File: config.mk
export PLATFORM = sky130hd
export DESIGN_NAME = seg7_capture_flat
export DESIGN_NICKNAME = d
export VERILOG_FILES = /design/src/rtl/seg7_capture_if.sv /design/src/rtl/seg7_capture.sv /design/src/flat_wrapper.sv
export SDC_FILE = /design/constraint.sdc
export NUM_CORES = 1
export LEC_CHECK = 0
export BUFFER_PORTS_ARGS = -buffer_cell sky130_fd_sc_hd__buf_2
export CAP_MARGIN = 20
export CORE_MARGIN = 3
export CORE_UTILIZATION = 52
export DETAILED_ROUTE_END_ITERATION = 8
export GPL_TIMING_DRIVEN = 0
export PLACE_DENSITY = 0.75
export SETUP_SLACK_MARGIN = 0.3
export SLEW_MARGIN = 25
export SYNTH_ARGS = -nofsm -noshare
export SYNTH_HDL_FRONTEND = slang
export SYNTH_SLANG_ARGS = --single-unit
File: constraint.sdc
create_clock -name clk -period 3.79 [get_ports clk]
set_clock_uncertainty 0.15 [all_clocks]
set_input_delay 0.5685 -clock clk [delete_from_list [all_inputs] [get_ports clk]]
set_output_delay 0.5685 -clock clk [all_outputs]
set_load 0.02 [all_outputs]
File: src/rtl/seg7_capture_if.sv
// Bus bundle for seg7_capture: capture request, the eight raw display
// segment buses, and the registered capture result.
interface seg7_capture_if;
    logic        start;
    logic [6:0]  hex0;
    logic [6:0]  hex1;
    logic [6:0]  hex2;
    logic [6:0]  hex3;
    logic [6:0]  hex4;
    logic [6:0]  hex5;
    logic [6:0]  hex6;
    logic [6:0]  hex7;
    logic        busy;
    logic        valid;
    logic [31:0] value;
    logic [7:0]  bad_mask;
    logic        timeout;

    modport master (
        output start, hex0, hex1, hex2, hex3, hex4, hex5, hex6, hex7,
        input  busy, valid, value, bad_mask, timeout
    );

    modport slave (
        input  start, hex0, hex1, hex2, hex3, hex4, hex5, hex6, hex7,
        output busy, valid, value, bad_mask, timeout
    );
endinterface

File: src/rtl/seg7_capture.sv
// Seven-segment read-back decoder: snapshots HEX0..HEX7, waits for the
// pattern to hold for STABLE_CYCLES, then decodes one digit per cycle into
// a 32-bit word with per-digit invalid-pattern flags.
module seg7_capture #(
    parameter int unsigned STABLE_CYCLES = 4,
    parameter int unsigned TIMEOUT       = 1024
) (
    input  logic          clk,
    input  logic          rst,
    seg7_capture_if.slave bus
);
    localparam int unsigned    TW      = (TIMEOUT > 2) ? $clog2(TIMEOUT) : 1;
    localparam logic [7:0]     SC_LAST = 8'(STABLE_CYCLES - 1);
    localparam logic [TW-1:0]  TC_LAST = TW'(TIMEOUT - 1);

    typedef enum logic [1:0] {
        S_IDLE,
        S_WAIT,
        S_DECODE,
        S_DONE
    } state_t;

    state_t              state_q, state_d;
    logic [7:0][6:0]     snap_q, snap_d;
    logic [7:0]          scnt_q, scnt_d;
    logic [TW-1:0]       tcnt_q, tcnt_d;
    logic [2:0]          idx_q, idx_d;
    logic [7:0][3:0]     value_q, value_d;
    logic [7:0]          bad_mask_q, bad_mask_d;
    logic                timeout_q, timeout_d;
    logic                busy_q, busy_d;
    logic                valid_q, valid_d;

    logic [7:0][6:0]     live;
    logic [4:0]          dec;

    assign live = {bus.hex7, bus.hex6, bus.hex5, bus.hex4,
                   bus.hex3, bus.hex2, bus.hex1, bus.hex0};

    assign bus.busy     = busy_q;
    assign bus.valid    = valid_q;
    assign bus.value    = value_q;
    assign bus.bad_mask = bad_mask_q;
    assign bus.timeout  = timeout_q;

    // Active-low gfedcba pattern to {bad, nibble}; unknown patterns flag bad.
    function automatic logic [4:0] seg_decode(input logic [6:0] s);
        logic [4:0] r;
        case (s)
            7'b1000000: r = 5'h00;
            7'b1111001: r = 5'h01;
            7'b0100100: r = 5'h02;
            7'b0110000: r = 5'h03;
            7'b0011001: r = 5'h04;
            7'b0010010: r = 5'h05;
            7'b0000010: r = 5'h06;
            7'b1111000: r = 5'h07;
            7'b0000000: r = 5'h08;
            7'b0011000: r = 5'h09;
            7'b0001000: r = 5'h0A;
            7'b0000011: r = 5'h0B;
            7'b1000110: r = 5'h0C;
            7'b0100001: r = 5'h0D;
            7'b0000110: r = 5'h0E;
            7'b0001110: r = 5'h0F;
            default:    r = 5'h10;
        endcase
        return r;
    endfunction

    // Next-state and datapath; outputs are derived from the next state so they register cleanly.
    always_comb begin
        state_d    = state_q;
        snap_d     = snap_q;
        scnt_d     = scnt_q;
        tcnt_d     = tcnt_q;
        idx_d      = idx_q;
        value_d    = value_q;
        bad_mask_d = bad_mask_q;
        timeout_d  = timeout_q;
        dec        = seg_decode(snap_q[idx_q]);

        case (state_q)
            S_IDLE: begin
                if (bus.start) begin
                    snap_d     = live;
                    scnt_d     = '0;
                    tcnt_d     = '0;
                    value_d    = '0;
                    bad_mask_d = '0;
                    timeout_d  = 1'b0;
                    state_d    = S_WAIT;
                end
            end
            S_WAIT: begin
                tcnt_d = tcnt_q + 1'b1;
                if (live == snap_q) begin
                    scnt_d = scnt_q + 8'd1;
                    if (scnt_q == SC_LAST) begin
                        state_d = S_DECODE;
                        idx_d   = '0;
                    end
                end else begin
                    snap_d = live;
                    scnt_d = '0;
                end
                // Stability wins if it lands on the same edge as the timeout.
                if (state_d != S_DECODE && tcnt_q == TC_LAST) begin
                    state_d    = S_DONE;
                    timeout_d  = 1'b1;
                    value_d    = '0;
                    bad_mask_d = '1;
                end
            end
            S_DECODE: begin
                value_d[idx_q]    = dec[3:0];
                bad_mask_d[idx_q] = dec[4];
                idx_d             = idx_q + 3'd1;
                if (idx_q == 3'd7) begin
                    state_d = S_DONE;
                end
            end
            S_DONE: begin
                state_d = S_IDLE;
            end
            default: begin
                state_d = S_IDLE;
            end
        endcase

        busy_d  = (state_d == S_WAIT) || (state_d == S_DECODE);
        valid_d = (state_d == S_DONE);
    end

    // State and output registers; reset clears everything including any partial result.
    always_ff @(posedge clk or posedge rst) begin
        if (rst) begin
            state_q    <= S_IDLE;
            snap_q     <= '0;
            scnt_q     <= '0;
            tcnt_q     <= '0;
            idx_q      <= '0;
            value_q    <= '0;
            bad_mask_q <= '0;
            timeout_q  <= 1'b0;
            busy_q     <= 1'b0;
            valid_q    <= 1'b0;
        end else begin
            state_q    <= state_d;
            snap_q     <= snap_d;
            scnt_q     <= scnt_d;
            tcnt_q     <= tcnt_d;
            idx_q      <= idx_d;
            value_q    <= value_d;
            bad_mask_q <= bad_mask_d;
            timeout_q  <= timeout_d;
            busy_q     <= busy_d;
            valid_q    <= valid_d;
        end
    end
endmodule

File: src/flat_wrapper.sv
// flat-port wrapper written by rule: the top's interface ports become plain ports
module seg7_capture_flat 
#(
    parameter int unsigned STABLE_CYCLES = 4,
    parameter int unsigned TIMEOUT       = 1024
)
  (clk, rst, bus_start, bus_hex0, bus_hex1, bus_hex2, bus_hex3, bus_hex4, bus_hex5, bus_hex6, bus_hex7, bus_busy, bus_valid, bus_value, bus_bad_mask, bus_timeout);
  seg7_capture_if bus_i ();
  input  logic clk;
  input  logic rst;
  input wire logic [$bits(bus_i.start)-1:0] bus_start;
  input wire logic [$bits(bus_i.hex0)-1:0] bus_hex0;
  input wire logic [$bits(bus_i.hex1)-1:0] bus_hex1;
  input wire logic [$bits(bus_i.hex2)-1:0] bus_hex2;
  input wire logic [$bits(bus_i.hex3)-1:0] bus_hex3;
  input wire logic [$bits(bus_i.hex4)-1:0] bus_hex4;
  input wire logic [$bits(bus_i.hex5)-1:0] bus_hex5;
  input wire logic [$bits(bus_i.hex6)-1:0] bus_hex6;
  input wire logic [$bits(bus_i.hex7)-1:0] bus_hex7;
  output wire logic [$bits(bus_i.busy)-1:0] bus_busy;
  output wire logic [$bits(bus_i.valid)-1:0] bus_valid;
  output wire logic [$bits(bus_i.value)-1:0] bus_value;
  output wire logic [$bits(bus_i.bad_mask)-1:0] bus_bad_mask;
  output wire logic [$bits(bus_i.timeout)-1:0] bus_timeout;
  assign bus_i.start = bus_start;
  assign bus_i.hex0 = bus_hex0;
  assign bus_i.hex1 = bus_hex1;
  assign bus_i.hex2 = bus_hex2;
  assign bus_i.hex3 = bus_hex3;
  assign bus_i.hex4 = bus_hex4;
  assign bus_i.hex5 = bus_hex5;
  assign bus_i.hex6 = bus_hex6;
  assign bus_i.hex7 = bus_hex7;
  assign bus_busy = bus_i.busy;
  assign bus_valid = bus_i.valid;
  assign bus_value = bus_i.value;
  assign bus_bad_mask = bus_i.bad_mask;
  assign bus_timeout = bus_i.timeout;
  seg7_capture #(.STABLE_CYCLES(STABLE_CYCLES), .TIMEOUT(TIMEOUT)) u_core (.clk(clk), .rst(rst), .bus(bus_i));
endmodule
==> results of run 1 <==
==> cell type report <==
cell class	instances	area, µm²
fill	1034	4350
multi-input combinational	505	3770
sequential	122	3050
timing repair buffer	108	623
clock buffer	23	488
tap	172	215
buffer	32	179
clock inverter	7	139
inverter	12	48.8
==> path summary, 6_finish.rpt <==
| path | cells past startpoint | slack (ns) | endpoint |
|---|---|---|---|
| worst max-delay path | 9 | 0.42 | u_core.bus.bad_mask[1]$_DFFE_PP0P_ |
| worst min-delay path | 2 | 0.06 | u_core.snap_q[16]$_DFFE_PP0P_ |
| worst max register to register | 9 | 0.42 | u_core.bus.bad_mask[1]$_DFFE_PP0P_ |
| worst min register to register | 2 | 0.34 | u_core.bus.bad_mask[3]$_DFFE_PP0P_ |
| max in group asynchronous | 4 | 2.66 | u_core.bus.value[23]$_DFFE_PP0P_ |
| min in group clk | 2 | 0.25 | u_core.snap_q[44]$_DFFE_PP0P_ |
==> synthesized netlist by cell type (11+ instances only) <==
library cell and instances:
a21oi_1 34, and3_1 23, clkbuf_1 20, dfrtp_1 122, inv_1 11, mux2_2 60, nand2_1 45, nand3_1 19
nand4_1 14, nor2_1 33, nor4_1 17, o21ai_0 29, o21ai_1 16, xor2_1 64
==> layout by cell type (no fill, tap or decap), types with 5 or more instances in the layout <==
master,n
or3_1,5
clkbuf_16,17
xnor2_1,6
o21ai_0,29
and3_1,23
dfrtp_1,121
nand3_1,19
nor2_1,33
and2_1,6
nand2_1,45
nor3_1,6
nor2b_1,8
o21ai_1,15
clkbuf_1,20
mux2i_1,8
buf_4,5
ha_1,10
o22ai_1,7
o211ai_1,6
o31ai_1,8
inv_1,10
mux2_2,60
xor2_1,64
a21oi_1,33
nand4_1,14
buf_2,103
mux2_1,5
nor4_1,16
==> registers in the layout, summed over array words and instances (netlist names) <==
| signal | count |
|---|---|
| u_core.state_q | 2 |
| u_core.bus.bad_mask | 8 |
| u_core.idx_q | 3 |
| u_core.bus.busy | 1 |
| u_core.scnt_q | 8 |
| u_core.bus.timeout | 1 |
| u_core.snap_q | 56 |
| u_core.tcnt_q | 10 |
| u_core.bus.value | 32 |
| u_core.bus.valid | 1 |
==> what timing repair did <==
item | in CTS | in global routing
endpoints found under the setup margin | 39 | 39
pin swaps | 0 | 2
gates resized for setup | 3 | 12
buffers inserted | 0 | 3
==> cells by family (layout without fill, tap and decap cells) <==
group	after synthesis	after routing
flip-flops	122	122
buffers and inverters	44	182
AND/OR/NAND/NOR	199	199
AO/OA/AOI/OAI	149	149
XOR/XNOR	70	70
multiplexers	77	77
adder cells (fa/ha/maj)	10	10
==> worst max-delay path: cells and delay by family (launching register included) <==
family	cells	cell delay, ns
and+or+nand+nor	3	1.15
AOI/OAI and AO/OA	4	1.02
DFF	1	0.43
buffers and inverters	1	0.31
xor gates and xnor gates	1	0.19
==> power by group through the flow <==
stage / Clock [mW] / Sequential, mW / Combinational, mW
2_1_floorplan: 0 / 1.38 / 0.139
3_3_place_gp: 0 / 1.39 / 0.211
3_5_place_dp: 0 / 1.39 / 0.230
4_1_cts: 1.75 / 1.37 / 0.233
5_1_grt: 1.81 / 1.37 / 0.259
6_report: 1.73 / 1.37 / 0.237
==> through the flow <==
stage	TNS (ns)	area [µm²]
after floorplan	0	6990
after global placement	-6.63	7710
after detailed placement	-9.17	7810
after CTS	0	8450
after global routing	0	8520
final	0	8520
==> per-layer routing <==
metal / vias to the layer above / GRT usage (%)
li1: 2741 / -
met1: 2911 / 34.3
met2: 251 / 45.0
met3: 35 / 5.85
met4: 0 / 10.4
met5: - / 0
==> results.cfg, run 1 <==
[outcome]
status = finished clean

[critical_path]
cp.required_ns = 3.94
critPathLaunch = u_core.snap_q[2]$_DFFE_PP0P_
path_cells = xor2_1 > nor4_1 > nand4_1 > nor4_4 > a41oi_4 > o21a_1 > clkbuf_1 > a32oi_1 > o31ai_2
start_kind = flop
crit_type = flop to flop
crit_slowest_cell = nor4_4
crit-reg2reg-launch = u_core.snap_q[2]$_DFFE_PP0P_
max_stage_delay_ns = 0.48
crit_fanout = 10
end_kind = flop
cp.arrival_ns = 3.52

[floorplanning]
core_um2 = 12900
die_area_um2 = 14900
row_count = 41
io_pins = 102
die_y_um = 122
initial_core_util_pct = 54.3
die_w_um = 122

[timing]
whs_ns = 0.0593
min_period_over_period_pct = 88.9
setup_viol = 0
worstMarginPinSlew_ns = 0.924
fmax_mhz = 297
drv_slew = 0
maxSlewHeadroom_pct = 38.4
final_hold_viol_count = 0
min_period_ns = 3.37
rsz0062_at_grt = true
setup_ws_ns = 0.419

[route]
top_layer_used = met4
met2_length_um = 9470
ant_nets = 0
drt-wirelength-per-cell_um = 19.4
drt-total-wl_um = 19100
met1_length_um = 7820
num_vias = 5938
dr.pass1.iters = 5
wl_met3_um = 1330
drtIter0Drc = 543
drc_errors = 0
via_per_inst = 6.05

[synth]
netlist-cell-type-count = 76
synth_area_leaders = dfrtp_1, mux2_2, xor2_1, a21oi_1, nand2_1
synth_seq_cells = 122
synth_compound_area_share_pct = 14.7
synth_seq_area_share_pct = 43.7
synthAdderAreaFrac_pct = 1.79
synthCells = 671
synth-xor-area-share_pct = 8.77
synth.area.mux_share_pct = 12.9
ys_async_sr_fraction_pct = 100
synth_top_cell_by_area = dfrtp_1
synthFlopType = dfrtp_1
synth-simple-area-share_pct = 15.1
synth_top_area_share_pct = 43.7
synth_area_um2 = 6990
syn_nets = 740
synth_edf_count = 0
avgSynthCellArea_um2 = 10.4
ys.warnings.count = 0
synth_top_family_by_area = simple AND/OR/NAND/NOR gates

[pwr]
power_leakage_nw = 3.69
p_per_area_nw_per_um2 = 392
power_mw = 3.34
pwr-share-clk_pct = 51.9
p_comb_share_pct = 7.1
p_int_mw = 2.60
power_frac_seq_pct = 41.0
switching_share_pct = 22.0
vdd.ir_drop.worst_mv = 0.302
p_sw_uw = 735

[placement]
dp_cells = 948
gp_congestion = 0.891
place_ws_ns = -0.345
portBuffers = 101
hpwl_um = 14200

[clock_network]
numCtsBuffers = 17
path_clk_slew_ns = 0.05
clock-root-buffer = clkbuf_16
clk_latency_ns = 0.43
cts_tree = done
hold_buffers = 0
h-tree-depth = 4
cts_sinks = 122
cts_max_path_buffers = 2

[hold_path]
hold_class = primary input to async pin

[cells_and_area]
final_layout_size_suffix_gt1_share_pct = 29.2
antennaDiodeCount = 0
layout.nets = 867
syn_to_final_growth_pct = 21.9
final_util_pct = 66.2
final-instance-count-excl-fill = 981

[global_routing]
grt_max_degree = 34
antenna_found_initial = 0
overflow = 0
grt_pass1_wl_um = 30500
grt_pass1_vias = 5883
grt_usage_pct = 26.9

[run]
drv_cap = 0
No activity file was read; power rests on OpenSTA's default activity.
==> run 2: changes to the inputs <==
--- a/config.mk
+++ b/config.mk
@@ -5,12 +5,14 @@
 export SDC_FILE = /design/constraint.sdc
 export NUM_CORES = 1
 export LEC_CHECK = 0
-export BUFFER_PORTS_ARGS = -buffer_cell sky130_fd_sc_hd__buf_2
+export BUFFER_PORTS_ARGS = -buffer_cell sky130_fd_sc_hd__buf_4
 export CAP_MARGIN = 20
 export CORE_MARGIN = 3
 export CORE_UTILIZATION = 52
 export DETAILED_ROUTE_END_ITERATION = 8
+export GPL_ROUTABILITY_DRIVEN = 0
 export GPL_TIMING_DRIVEN = 0
+export MAX_ROUTING_LAYER = met4
 export PLACE_DENSITY = 0.75
 export SETUP_SLACK_MARGIN = 0.3
 export SLEW_MARGIN = 25
==> results.cfg, run 2 (synthesis results as in run 1) <==
[outcome]
status = finished clean

[pwr]
switching_share_pct = 23.1
power_leakage_nw = 3.73
power_frac_seq_pct = 43.1
p_int_mw = 2.44
p_comb_share_pct = 8.1
vdd.ir_drop.worst_mv = 0.289
p_sw_uw = 732
p_per_area_nw_per_um2 = 364
power_mw = 3.17
pwr-share-clk_pct = 48.8

[hold_path]
hold_class = primary input to flop
min_to = u_core.snap_q[12]$_DFFE_PP0P_
hold_path_depth = 2
hold_start = bus_hex1[5]

[cells_and_area]
layout.nets = 868
final_layout_size_suffix_gt1_share_pct = 29.5
largest_reg_flops = 56
final_util_pct = 67.7
most-common-layout-cells = dfrtp_1, buf_4, xor2_1
fillers = 969
top_register = u_core.snap_q
syn_to_final_growth_pct = 24.7
layout_commonest_cell = dfrtp_1
antennaDiodeCount = 0
multi_input_area_um2 = 3770
layout.area.seq_um2 = 3050

[critical_path]
ff2ff_setup_slack_ns = 0.45
crit_fanout = 10
timing.rr.end = u_core.bus.bad_mask[0]$_DFFE_PP0P_
max_stage_delay_ns = 0.44
r2r_cells = 9
crit_type = flop to flop
path_cells = xor2_1 > nor4_1 > nand4_1 > nor4_4 > a41oi_2 > o21a_1 > clkbuf_2 > mux2i_1 > a311oi_1
cp.required_ns = 3.95
start_kind = flop
crit-reg2reg-launch = u_core.snap_q[15]$_DFFE_PP0P_
cp.arrival_ns = 3.50
crit_slowest_cell = nor4_1
end_kind = flop

[timing]
min_period_ns = 3.34
final_hold_viol_count = 0
setup_ws_ns = 0.450
rsz0062_at_grt = false
drv_slew = 0
whs_ns = 0.250
min_period_over_period_pct = 88.1
maxSlewHeadroom_pct = 43.1
worstMarginPinSlew_ns = 0.854
fmax_mhz = 299
setup_viol = 0

[route]
drt-total-wl_um = 19400
num_vias = 6110
via_per_inst = 6.22
ant_nets = 0
drt-wirelength-per-cell_um = 19.8
drtIter0Drc = 567
dr.pass1.iters = 5
drc_errors = 0

[floorplanning]
io_pins = 102
die_w_um = 122
initial_core_util_pct = 54.3
core_um2 = 12900
die_y_um = 122
row_count = 41
die_area_um2 = 14900

[clock_network]
cts_max_path_buffers = 2
path_clk_slew_ns = 0.06
clk_latency_ns = 0.41
clock-root-buffer = clkbuf_16
cts_tree = done
h-tree-depth = 4
cts_sinks = 122
numCtsBuffers = 17

[global_routing]
grt_pass1_wl_um = 30600
overflow = 0
grt_usage_pct = 27.4
grt_max_degree = 33
antenna_found_initial = 0
grt_pass1_vias = 5914

[placement]
hpwl_um = 14500
portBuffers = 101
place_ws_ns = -0.423

[run]
drv_cap = 0
-- run 2: how the worst max path moves through the flow --
| stage | start | cells past startpoint | endpoint |
|---|---|---|---|
| 3_3_place_gp | bus_hex7[6] | 10 | u_core.bus.bad_mask[7]$_DFFE_PP0P_ |
| 6_report | u_core.snap_q[15]$_DFFE_PP0P_ | 9 | u_core.bus.bad_mask[0]$_DFFE_PP0P_ |
| 5_1_grt | u_core.snap_q[35]$_DFFE_PP0P_ | 9 | u_core.bus.bad_mask[0]$_DFFE_PP0P_ |
| 2_1_floorplan | u_core.idx_q[1]$_DFFE_PP0P_ | 12 | u_core.bus.value[1]$_DFFE_PP0P_ |
| 4_1_cts | u_core.idx_q[0]$_DFFE_PP0P_ | 9 | u_core.bus.value[24]$_DFFE_PP0P_ |
| 3_5_place_dp | bus_hex7[6] | 10 | u_core.bus.value[24]$_DFFE_PP0P_ |
-- run 2: per-layer routing --
metal,up-vias,part of all wire (%),global-route usage [%]
li1,2738,-,-
met1,2995,41,34.2
met2,314,49,44.1
met3,63,7.2,5.39
met4,0,2.8,11.2
met5,-,0,-
-- run 2: power by group through the flow --
| stage | combinational (mW) | sequential (mW) | clock [mW] |
|---|---|---|---|
| 2_1_floorplan | 0.139 | 1.38 | 0 |
| 3_3_place_gp | 0.229 | 1.39 | 0 |
| 3_5_place_dp | 0.249 | 1.39 | 0 |
| 4_1_cts | 0.252 | 1.37 | 1.56 |
| 5_1_grt | 0.278 | 1.37 | 1.63 |
| 6_report | 0.256 | 1.37 | 1.55 |
-- run 2: critical path: cells and delay by family, from the launching register on --
family | cells | cell delay [ns]
xor gates and xnor gates | 1 | 0.19
DFF | 1 | 0.42
buffers and inverters | 1 | 0.27
AOI/OAI and AO/OA | 3 | 0.96
and+or+nand+nor | 3 | 1.07
muxes | 1 | 0.16
-- run 2: through the flow --
step	cell area [µm²]	std cells	setup TNS (ns)
finish	8710	983	0
global route	8710	983	0
CTS	8660	980	0
detailed placement	8050	948	-10.04
global placement	7970	944	-7.82
floorplan	6990	671	0
-- run 2: area by class of cell --
cell class | instances | area share [%]
Sequential cell | 122 | 35.1
Multi-Input combinational cell | 505 | 43.3
Clock buffer | 25 | 5.80
Inverter | 12 | 0.560
Timing Repair Buffer | 109 | 10.1
Buffer | 32 | 2.05
Tap cell | 172 | 2.47
Clock inverter | 6 | 0.718
-- run 2: repair_timing --
action / in CTS / in global routing
endpoints found under the hold margin: 9 / 0
buffers inserted: 0 / 3
setup endpoints to repair: 39 / 36
resized for setup: 5 / 12
hold buffers: 1 / 0
cloned: 0 / 0
pin swaps: 0 / 2
==> run 3: changes to the inputs <==
--- a/config.mk
+++ b/config.mk
@@ -5,10 +5,11 @@
 export SDC_FILE = /design/constraint.sdc
 export NUM_CORES = 1
 export LEC_CHECK = 0
+export ABC_AREA = 1
 export BUFFER_PORTS_ARGS = -buffer_cell sky130_fd_sc_hd__buf_4
 export CAP_MARGIN = 20
 export CORE_MARGIN = 3
-export CORE_UTILIZATION = 52
+export CORE_UTILIZATION = 53
 export DETAILED_ROUTE_END_ITERATION = 8
 export GPL_ROUTABILITY_DRIVEN = 0
 export GPL_TIMING_DRIVEN = 0
==> results.cfg, run 3 <==
[floorplanning]
die_area_um2 = 15200
core_um2 = 13300
die_w_um = 123
io_pins = 102
row_count = 42
initial_core_util_pct = 54.7
die_y_um = 123

[critical_path]
r2r_cells = 11
cp.required_ns = 3.92
crit_type = flop to flop
start_kind = flop
end_kind = flop
cp.arrival_ns = 3.18
crit-reg2reg-launch = u_core.state_q[1]$_DFF_PP0_
crit_fanout = 10
ff2ff_setup_slack_ns = 0.74
timing.rr.end = u_core.snap_q[39]$_DFFE_PP0P_

[global_routing]
overflow = 0
grt_usage_pct = 27.9
antenna_found_initial = 0
grt_pass1_vias = 6649
grt_pass1_wl_um = 31900
grt_max_degree = 33

[synth]
netlist-cell-type-count = 33
synth_top_area_share_pct = 41.8
synth_area_um2 = 7300
yosysMostFrequentCell = nand2_1
ys.warnings.count = 0
synth_top_cell_by_area = dfrtp_1
avgSynthCellArea_um2 = 6.60
synth_seq_cells = 122
synth_area_leaders = dfrtp_1, nand2_1, inv_1, o21ai_0, nand3_1
netlist_top_cells_count = nand2_1, inv_1, dfrtp_1
synthFlopType = dfrtp_1
synth_seq_area_share_pct = 41.8
syn_nets = 1175
synth_edf_count = 0
ys_async_sr_fraction_pct = 100
synthCells = 1106

[route]
drt-wirelength-per-cell_um = 14.0
dr.pass1.iters = 9
drtIter0Drc = 635
num_vias = 7304
ant_nets = 0
drc_errors = 0
via_per_inst = 5.15
drt-total-wl_um = 19800

[cells_and_area]
layout.nets = 1299
layout_commonest_cell = nand2_1
fillers = 1189
final_util_pct = 66.9
largest_reg_flops = 56
final_layout_size_suffix_gt1_share_pct = 13.7
final_cell_area_um2 = 8940
multi_input_area_um2 = 3510
most-common-layout-cells = nand2_1, inv_1, dfrtp_1
syn_to_final_growth_pct = 22.4
antennaDiodeCount = 0
top_register = u_core.snap_q
layout.area.seq_um2 = 3050

[timing]
setup_viol = 0
final_hold_viol_count = 0
fmax_mhz = 328
min_period_over_period_pct = 80.5
drv_slew = 0
min_period_ns = 3.05
setup_tns_ns = 0
rsz0062_at_grt = false
maxSlewHeadroom_pct = 55.4
worstMarginPinSlew_ns = 0.663

[clock_network]
cts_sinks = 122
numCtsBuffers = 17
post_cts_resized = 0
clk_latency_ns = 0.43
path_clk_slew_ns = 0.06
cts_tree = done
h-tree-depth = 4
clock-root-buffer = clkbuf_16
hold_buffers = 0
cts_max_path_buffers = 2
post-cts-setup-buffers = 0

[outcome]
status = finished clean

[pwr]
power_leakage_nw = 4.88
vdd.ir_drop.worst_mv = 0.430
p_per_area_nw_per_um2 = 741

[placement]
hpwl_um = 14500
dpl_cell_area_um2 = 8370
portBuffers = 101

[hold_path]
hold_class = primary input to async pin

[run]
drv_cap = 0
-- run 3: cell types whose count changed after synthesis, moves of 22 or more --
cell / change
inv_1: +139
a21oi_1: -22
o21ai_0: +49
nor2_1: +55
nand3_1: +47
mux2_2: -60
and3_1: -23
nand2_1: +423
xor2_1: -54
-- run 3: metal layers --
layer / track usage [%] / up-vias / wire length (µm)
met5: - / - / 0
met4: 8.30 / 0 / 408
met3: 6.36 / 46 / 1190
met2: 43.5 / 251 / 9390
met1: 36.6 / 3357 / 8830
li1: - / 3650 / -
-- run 3: worst max path at each step --
| stage | cells past startpoint | startpoint | endpoint |
|---|---|---|---|
| finish | 11 | u_core.state_q[1]$_DFF_PP0_ | u_core.snap_q[39]$_DFFE_PP0P_ |
| global route | 12 | u_core.state_q[1]$_DFF_PP0_ | u_core.snap_q[33]$_DFFE_PP0P_ |
| CTS | 11 | u_core.state_q[1]$_DFF_PP0_ | u_core.snap_q[39]$_DFFE_PP0P_ |
| detailed placement | 11 | u_core.state_q[1]$_DFF_PP0_ | u_core.snap_q[39]$_DFFE_PP0P_ |
| global placement | 2 | rst | u_core.bus.value[4]$_DFFE_PP0P_ |
| floorplan | 12 | u_core.state_q[1]$_DFF_PP0_ | u_core.snap_q[41]$_DFFE_PP0P_ |
-- run 3: kinds of logic after synthesis --
logic type,Yosys count,share of synthesized area (%)
adder cells (fa/ha/maj),10,1.71
flip-flops,122,41.8
XOR/XNOR,12,1.44
AND/OR/NAND/NOR,667,37.3
AO/OA/AOI/OAI,107,7.54
buffers and inverters,188,10.1
-- run 3: power by group --
part	internal, mW	total (mW)	switching [mW]
registers	1.68	1.98	0.301
logic	0.916	3.04	2.13
clock network	0.976	1.59	0.615
total	3.57	6.62	3.04
-- run 3: through the flow --
stage                     worst slack (ns)  hold slack (ns)  power (mW)  instances
after global routing                 0.494           0.0502        7.13       1418
final                                0.739           0.0256        6.62       1418
after floorplan                       1.54            0.305        4.07       1106
after CTS                            0.784           0.0412        6.59       1418
after detailed placement             0.819            0.310        4.98       1387
after global placement               0.689            0.308        4.90       1383
-- run 3: critical path: stages (launching register included) --
cell      delay [ns]
dfrtp_1         0.40
inv_1           0.17
ha_1            0.17
clkbuf_1        0.34
clkinv_1        0.39
nand2_1         0.15
nand2_1         0.08
inv_1           0.15
nand2_1         0.09
clkinv_1        0.18
clkbuf_1        0.48
o21ai_0         0.16
-- run 3: layout make-up --
class | instances | area share [%]
well taps | 176 | 2.46
multi-input cells | 796 | 39.2
flip-flops and latches | 122 | 34.2
clock inverters | 12 | 1.40
repair buffers | 105 | 9.47
inverters | 158 | 6.68
clock buffers | 19 | 4.96
plain buffers | 30 | 1.64
